<file path="config.mk">
export PLATFORM = sky130hd
export DESIGN_NAME = tt_um_jleugeri_ttt_event_fifo
export DESIGN_NICKNAME = d
export VERILOG_FILES = /design/src/rtl/tt_um_jleugeri_ttt_event_fifo.sv
export SDC_FILE = /design/constraint.sdc
export NUM_CORES = 1
export LEC_CHECK = 0
export CAP_MARGIN = 20
export CORE_UTILIZATION = 49
export CTS_BUF_LIST = sky130_fd_sc_hd__clkbuf_4 sky130_fd_sc_hd__clkbuf_8 sky130_fd_sc_hd__clkbuf_16
export DETAILED_ROUTE_END_ITERATION = 7
export PLACE_DENSITY = 0.79
export REMOVE_ABC_BUFFERS = 1
export SLEW_MARGIN = 20
export SYNTH_ARGS = -nofsm -noshare
export SYNTH_HDL_FRONTEND = slang
export SYNTH_SLANG_ARGS = --single-unit
</file>
<file path="constraint.sdc">
create_clock -name clock_fast -period 2.1 [get_ports clock_fast]
set_input_delay 0.315 -clock clock_fast [delete_from_list [all_inputs] [get_ports clock_fast]]
set_output_delay 0.315 -clock clock_fast [all_outputs]
set_load 0.01 [all_outputs]
</file>
<file path="src/rtl/tt_um_jleugeri_ttt_event_fifo.sv">
// Token event FIFO: queues (processor, start/stop[, step stamp]) events from the main core for a host to drain.
// Latency: a push is visible at the head one cycle after its edge when empty; head outputs are combinational from storage.
// Backpressure: none upstream; a push into a full FIFO without a same-cycle pop is dropped and flagged via sticky overflow.
// Optional feature: define TTT_EVENT_TIMESTAMP_EN to stamp each entry with an 8-bit step counter.

// Generic single-clock FIFO with combinational head and full-with-pop pass-through.
// Latency: write visible at the read side one cycle after the write edge.
// Backpressure: wr_rdy drops only when full and the read side is not consuming this cycle.
module ttt_event_fifo_buf #(
  parameter int WIDTH = 8,
  parameter int DEPTH = 8,
  localparam int AW = (DEPTH > 1) ? $clog2(DEPTH) : 1,
  localparam int CW = $clog2(DEPTH + 1)
) (
  input  logic             clk,
  input  logic             rst,
  input  logic             wr_vld,
  input  logic [WIDTH-1:0] wr_dat,
  output logic             wr_rdy,
  input  logic             rd_rdy,
  output logic             rd_vld,
  output logic [WIDTH-1:0] rd_dat,
  output logic [CW-1:0]    count
);

  logic [WIDTH-1:0] mem [DEPTH];
  logic [AW-1:0]    wr_ptr;
  logic [AW-1:0]    rd_ptr;
  logic             full;
  logic             wr_fire;
  logic             rd_fire;

  assign full    = (count == CW'(DEPTH));
  assign rd_vld  = (count != '0);
  // A full FIFO can still take a write when the head leaves on the same edge.
  assign wr_rdy  = !full || rd_rdy;
  assign rd_fire = rd_rdy && rd_vld;
  assign wr_fire = wr_vld && wr_rdy;
  assign rd_dat  = rd_vld ? mem[rd_ptr] : '0;

  // Pointer and occupancy bookkeeping; pointers wrap naturally since DEPTH is a power of two.
  always_ff @(posedge clk or posedge rst) begin
    if (rst) begin
      wr_ptr <= '0;
      rd_ptr <= '0;
      count  <= '0;
    end else begin
      if (wr_fire) wr_ptr <= wr_ptr + AW'(1);
      if (rd_fire) rd_ptr <= rd_ptr + AW'(1);
      case ({wr_fire, rd_fire})
        2'b10:   count <= count + CW'(1);
        2'b01:   count <= count - CW'(1);
        default: count <= count;
      endcase
    end
  end

  // Storage array; contents are don't-care after reset since occupancy is zero.
  always_ff @(posedge clk) begin
    if (wr_fire) mem[wr_ptr] <= wr_dat;
  end

endmodule

module tt_um_jleugeri_ttt_event_fifo #(
  parameter int NUM_PROCESSORS = 8,
  parameter int DEPTH = 8,
  localparam int PW = (NUM_PROCESSORS > 1) ? $clog2(NUM_PROCESSORS) : 1,
  localparam int CW = $clog2(DEPTH + 1)
) (
  input  logic          clock_fast,
  input  logic          reset,
  input  logic [PW-1:0] processor_id_in,
  input  logic [1:0]    token_startstop_in,
  input  logic          output_valid_in,
  input  logic [1:0]    stage_in,
  input  logic          pop,
  input  logic          clear_overflow,
  output logic          event_valid,
  output logic [PW-1:0] event_proc_id,
  output logic [1:0]    event_startstop,
  output logic [7:0]    event_timestamp,
  output logic [CW-1:0] count,
  output logic          overflow
);

  typedef struct packed {
    logic [PW-1:0] proc_id;
    logic [1:0]    startstop;
`ifdef TTT_EVENT_TIMESTAMP_EN
    logic [7:0]    timestamp;
`endif
  } entry_t;

  entry_t push_dat;
  entry_t head_dat;
  logic   push_vld;
  logic   push_rdy;
  logic   drop_vld;

  // Events carrying neither a start nor a stop token are not worth queueing.
  assign push_vld = output_valid_in && (token_startstop_in != 2'b00);
  assign drop_vld = push_vld && !push_rdy;

`ifdef TTT_EVENT_TIMESTAMP_EN
  logic [1:0] stage_prev;
  logic [7:0] step_cnt;
  logic       step_inc;

  // One step completes when the core leaves transmit and returns to wait.
  assign step_inc = (stage_prev == 2'b11) && (stage_in == 2'b00);

  // Step counter; a push on an incrementing edge captures the old value.
  always_ff @(posedge clock_fast or posedge reset) begin
    if (reset) begin
      stage_prev <= 2'b00;
      step_cnt   <= 8'd0;
    end else begin
      stage_prev <= stage_in;
      if (step_inc) step_cnt <= step_cnt + 8'd1;
    end
  end

  assign push_dat        = '{proc_id: processor_id_in, startstop: token_startstop_in, timestamp: step_cnt};
  assign event_timestamp = head_dat.timestamp;
`else
  logic unused_stage;

  assign unused_stage    = ^stage_in;
  assign push_dat        = '{proc_id: processor_id_in, startstop: token_startstop_in};
  assign event_timestamp = 8'd0;
`endif

  ttt_event_fifo_buf #(
    .WIDTH($bits(entry_t)),
    .DEPTH(DEPTH)
  ) u_buf (
    .clk    (clock_fast),
    .rst    (reset),
    .wr_vld (push_vld),
    .wr_dat (push_dat),
    .wr_rdy (push_rdy),
    .rd_rdy (pop),
    .rd_vld (event_valid),
    .rd_dat (head_dat),
    .count  (count)
  );

  assign event_proc_id   = head_dat.proc_id;
  assign event_startstop = head_dat.startstop;

  // Sticky drop flag; a new drop outranks a coincident clear.
  always_ff @(posedge clock_fast or posedge reset) begin
    if (reset) begin
      overflow <= 1'b0;
    end else if (drop_vld) begin
      overflow <= 1'b1;
    end else if (clear_overflow) begin
      overflow <= 1'b0;
    end
  end

endmodule
</file>
Yosys cells after proc, flatten, opt, wreduce, memory -nomap -nowiden
Memories as Yosys holds them, arrays and structs flattened.
Cells that the tools add are included.
{ "classes": {"add_sub_neg": 4, "n_mul": 0, "div": 0, "order_cmp": 0, "eq_ne": 3, "shifts": 0, "mux": 6, "bitwise": 0, "n_reduce_logical": 11} }
{ "op_table": {"columns": ["op", "count"], "rows": [
  ["4-bit case mux with 2 select lines", 1],
  ["3-bit by 1-bit adder with 3-bit output (second input constant)", 2],
  ["2-bit nonzero test", 3],
  ["5-bit two-way mux", 1],
  ["4-bit by 1-bit adder with 4-bit output (second input constant)", 1],
  ["4-bit equality test (second input constant)", 1],
  ["1-bit logical AND", 4],
  ["1-bit two-way mux", 4],
  ["4-bit nonzero test", 1],
  ["4-bit by 1-bit subtractor with 4-bit output (second input constant)", 1],
  ["2-bit by 1-bit equality test with 1-bit output (second input constant)", 1],
  ["2-bit equality test (second input constant)", 1],
  ["1-bit logical NOT", 2],
  ["1-bit logical OR", 1]
]} }
{ "totals": {"register_bits": 11, "latch_bits": 0, "mem_bits_rw": 40, "romBits": 0, "output_inout_bits": 19, "elab_cells": 29, "memories": 1} }
{ "mem_list": {"columns": ["name", "words", "width", "read_ports", "rd_ports_with_merged_regs", "write_ports", "line_no", "text"], "rows": [
  ["u_buf.mem", 8, 5, 1, 0, 1, "26", "logic [WIDTH-1:0] mem [DEPTH];"]
]} }

Longest topological paths before layout
{ "depth": {"ltp_word": 6, "depth_mapped": 11, "mapped_depth_nobuf": 11} }

Cells and area by module
Synthesis repeated with hierarchy kept, for this count alone.
{ "hier_totals": {"cells_unflattened": 140, "area_unflattened_um2": 2283.4} }
{ "modules_own_cells": {"columns": ["mod", "n_inst", "cells_each", "area_each_um2", "seq_area_each_um2"], "rows": [
  ["ttt_event_fifo_buf", 1, 125, 2168.3, 1451.4],
  ["tt_um_jleugeri_ttt_event_fifo", 1, 15, 115.1, 25.0]
]} }

Least setup slack after synthesis
OpenSTA, ideal clock, no wires.
{ "synth_timing": {"path_type": "reg-to-reg", "start": "register u_buf.count[1]", "end": "register u_buf.count[2]", "setup_ps": 135, "t_arrival_ps": 2216, "slack_ps": -251, "path_stages_with_launch": 12, "synth_period_minus_slack_ps": 2351, "cell_sequence": "dfrtp_1 > nor4_4 > inv_2 > nand2_4 > inv_1 > ha_1 > xor2_1 > ha_1 > a21oi_1 > xor2_1 > nor2_1 > xor2_1"} }
{ "synth_via": {"word_cells_on_any_way": 12, "cone_classes": "add/sub: 2; eq/ne: 3; mux: 1; reduce/logical: 6"} }
{ "synth_rtl": {"columns": ["element", "line_no", "text"], "rows": [
  ["start: declaration", "23", "output logic [CW-1:0] count"],
  ["start signal: assignment", "51", "2'b10: count <= count + CW'(1);"],
  ["start signal: assignment", "52", "2'b01: count <= count - CW'(1);"],
  ["start signal: assignment", "53", "default: count <= count;"],
  ["4-bit nonzero test (*)", "34", "assign rd_vld = (count != '0);"],
  ["via event_valid", "79", "output logic event_valid,"],
  ["1-bit logical AND (*)", "37", "assign rd_fire = rd_rdy && rd_vld;"],
  ["via u_buf.rd_fire", "31", "logic rd_fire;"],
  ["2-bit by 1-bit equality test with 1-bit output / 2-bit equality test (equally long branches)", "50", "case ({wr_fire, rd_fire})"],
  ["4-bit case mux with 2 select lines / 2-bit nonzero test (equally long branches)", null, null]
]} }
Mark *: on every way through the listed nets, which the timed path passes. The rest lies on a longest branch.
A chain may end at the register's enable or synchronous reset.

Worst setup path after layout
{ "layout_timing": {"start": "input token_startstop_in[0]", "end": "register u_buf.count[2]"} }
{ "layout_via": {"elab_chain_cells": 5, "word_cells_on_any_way": 7, "cone_classes": "eq/ne: 2; mux: 1; reduce/logical: 4"} }
{ "layout_rtl": {"columns": ["element", "line_no", "text"], "rows": [
  ["start: declaration", "74", "input logic [1:0] token_startstop_in,"],
  ["2-bit nonzero test (*)", "102", "assign push_vld = output_valid_in && (token_startstop_in != 2'b00);"],
  ["1-bit logical AND (*)", "102", null],
  ["1-bit logical AND (*)", "38", "assign wr_fire = wr_vld && wr_rdy;"],
  ["2-bit by 1-bit equality test with 1-bit output / 2-bit equality test (equally long branches)", "50", null],
  ["4-bit case mux with 2 select lines / 2-bit nonzero test (equally long branches)", null, null]
]} }
Every way passes the cells marked *; elsewhere a longest branch is shown, timed or not.

==> results by group <==
Route
  • DR DRC count: 0
  • Vias: 1283
  • Routed len/inst: between 15 and 20 um
  • Antenna Nets Post-Route: 0
  • TritonRoute pass-1 iters: 4
  • Final wirelength: 4.15 mm
  • DRT iter0 DRCs: 61
  • Vias per inst: 5.32

Power
  • Gate power share: 0.399
  • Pleak: 1.07 nW
  • Power per cell area: 1290 nW/um^2
  • Switch Pwr: 1.16 mW
  • Peak supply drop: 0.000644 V
  • Int Power: 2.49 mW
  • Power share of the clock group: 0.188
  • Part of the power in registers: 0.413
  • Switching Share: 0.317
  • Total power: between 3 and 4 mW

STA
  • Final Hold Vio Count: 0
  • Final WS setup: -0.00192 ns
  • Max Slew Vio Count: 0
  • FMAX: 476 MHz
  • RSZ-0062 raised after global routing: yes
  • Final period utilization: 1.00
  • Final Skew: 0.00693 ns
  • Post-layout min period: 2.10 ns
  • Hold WS: 0.312 ns
  • Final setup viols: 1

Global routing
  • Initial antenna violation count: 0
  • GRT Resource Usage Total: 0.192
  • Grt peak-use layer: met2
  • Met2 Use GR: 0.311
  • First-pass GRT wire length: slightly below 7 mm
  • Grt ovf: 0
  • Largest net degree at the start of global routing: 16
  • Met3 Use GR: 0.0491
  • Vias in the first global route: 1370
  • Grt met1 use: 0.248

Setup path
  • CP Capture Type: flop
  • Setup CP Type: in2reg
  • Worst R2R Setup Slack: 0.01 ns
  • CP arrival: 2.29 ns
  • RR Startpoint: u_buf.count[1]$_DFFE_PP0P_
  • Crit start category: input port
  • Data required, critical path: 2.29 ns
  • R2R Path End: u_buf.count[2]$_DFFE_PP0P_
  • Last element of the critical path: u_buf.count[2]$_DFFE_PP0P_
  • Largest fanout on the critical path: 3
  • R2R depth: 11
  • Worst Setup SP: token_startstop_in[0]

Cells and area
  • Fill count: 301
  • Layout cell share with drive strength beyond 1: 0.365
  • Ant. Diodes: 0
  • Nets@finish: about 210
  • Post-layout util: 0.644
  • Syn-to-layout area delta: 25.0%

Synthesis
  • Cell area after synthesis: 2260 um^2
  • Top cell type's share of synthesized area: 0.532
  • Cell count after synthesis: 136
  • Syn_area_per_cell: 16.6 um^2
  • Synth warn: 0
  • Register bit count reported by yosys: 51
  • Register area share after synthesis: 0.654
  • Yosys cell types: 31
  • Yosys top cell by area: edfxtp_1
  • Top post-synthesis cells by area: edfxtp_1, dfrtp_1, mux4_2, buf_4, ha_1

Clocking
  • Clock root buffer: clkbuf_8
  • CTS tree: done
  • Latest clock arrival within the worst-skew pair: 0.30 ns
  • Clock sinks: 51
  • Clock Pin Slew Worst Setup and Hold Paths: approximately 0.090 ns
  • Num CTS Buffers: 5
  • H-tree depth: 2
  • Clock buffer depth: 2

Worst hold path
  • HP Class: in2async

Floorplan
  • Initial Utilization: 0.515
  • Rows: 24
  • Die area: 4880 um^2
  • Chip height: 69.9 um
  • Die W: 69.9 um
  • Core Box Area: approximately 4400 um^2
  • Io pins: 31

Placement
  • Placement Setup Slack: -0.524 ns
  • DP Wirelength: 2.94 mm
  • Port Buffers: 20
  • GP Congestion: 0.777

Status
  • Status: finished, violations left
  • Failing checks: negative setup slack

Flow run
  • Max_cap viols: 0
flip-flops by register name (all words and copies together) (netlist names):
| name | flops |
|---|---|
| u_buf.mem | 40 |
| u_buf.count | 4 |
| u_buf.rd_ptr | 3 |
| u_buf.wr_ptr | 3 |
| overflow | 1 |
metrics by stage:
step                cell area (um^2)  setup TNS [ns]  std cells
global placement                2650           -2.98        226
CTS                             2830         -0.0466        241
floorplan                       2210          -0.455        132
finish                          2820        -0.00192        241
global route                    2820          -0.287        241
detailed placement              2650           -7.44        226
timing repair:
action | 4_1_cts | 5_1_grt
gates resized for setup | 27 | 9
setup endpoints to repair | 7 | 8
hold buffers | 0 | 0
pin swaps | 2 | 9
buffers inserted | 6 | 2
hold endpoints to repair | 0 | 0
cloned | 1 | 0
critical path, cell delays in order:
cell,delay [ns]
clkdlybuf4s50_1,0.51
o21ai_0,0.16
a31oi_4,0.20
inv_2,0.08
ha_4,0.17
xor2_1,0.15
ha_2,0.19
a21oi_2,0.11
xor2_1,0.17
nor2_1,0.08
xor2_1,0.16
kinds of logic (layout without fill, tap and decap cells):
logic type / after synthesis / count (layout) / share of synthesized area
buf+inv: 17 / 63 / 0.0432
fa+ha+maj: 5 / 5 / 0.0277
flops: 51 / 51 / 0.654
mux: 18 / 18 / 0.139
simple gates: 28 / 28 / 0.0753
other cells: 1 / 8 / 0.00166
xor+xnor: 9 / 9 / 0.0349
compound gates: 7 / 7 / 0.0249
worst min path at each step:
stage | end | slack [ns] | cells after the start
after detailed placement | overflow$_DFFE_PP0P_ | 0.55 | 2
after global placement | overflow$_DFFE_PP0P_ | 0.53 | 2
final | u_buf.wr_ptr[1]$_DFFE_PP0P_ | 0.31 | 2
after global routing | u_buf.count[3]$_DFFE_PP0P_ | 0.33 | 2
after floorplan | overflow$_DFFE_PP0P_ | 0.17 | 1
after CTS | u_buf.wr_ptr[1]$_DFFE_PP0P_ | 0.32 | 2
Yosys cell counts, drive strengths merged:
cell type,instances
edfxtp,40
dfrtp,11
mux4,10
buf,9
nor2,9
inv,6
ha,5
mux2i,5
nor3,5
xor2,5
nand2,4
xnor2,4
a21oi,3
mux2,3
nand2b,3
clkbuf,2
nand3,2
nor4,2
a211o,1
a31oi,1
and4bb,1
conb,1
nand3b,1
nor3b,1
o21ai,1
o22ai,1
area by class of cell:
type / count / area (um^2) / share of cell area
sequential: 51 / 1480 / 0.524
multi-input combinational: 75 / 738 / 0.261
timing repair buffer: 49 / 402 / 0.142
clock buffer: 7 / 83.8 / 0.0297
tap: 52 / 65.1 / 0.0230
clock inverter: 1 / 30.0 / 0.0106
inverter: 6 / 25.0 / 0.00886
routing by layer:
metal	up-vias	routed length, um
li1	596	-
met1	646	1810
met2	34	2100
met3	7	151
met4	0	85
met5	-	0
cell usage in the layout, fill, tap and decap left out, types with 4 or more instances in the layout:
master,instances
nor3_1,4
clkbuf_8,5
buf_2,5
xnor2_1,4
edfxtp_1,40
buf_4,27
conb_1,8
xor2_1,5
mux4_2,10
clkdlybuf4s50_1,13
mux2i_1,5
dfrtp_1,8
nor2_1,9
power by group through the flow:
stage | logic, mW | registers, mW | clock network (mW)
after floorplan | 0.726 | 1.57 | 0
after detailed placement | 1.45 | 1.53 | 0
final | 1.46 | 1.51 | 0.686
after global placement | 1.40 | 1.51 | 0
after CTS | 1.55 | 1.50 | 0.700
after global routing | 1.59 | 1.54 | 0.739
No activity file was read; power rests on OpenSTA's default activity.
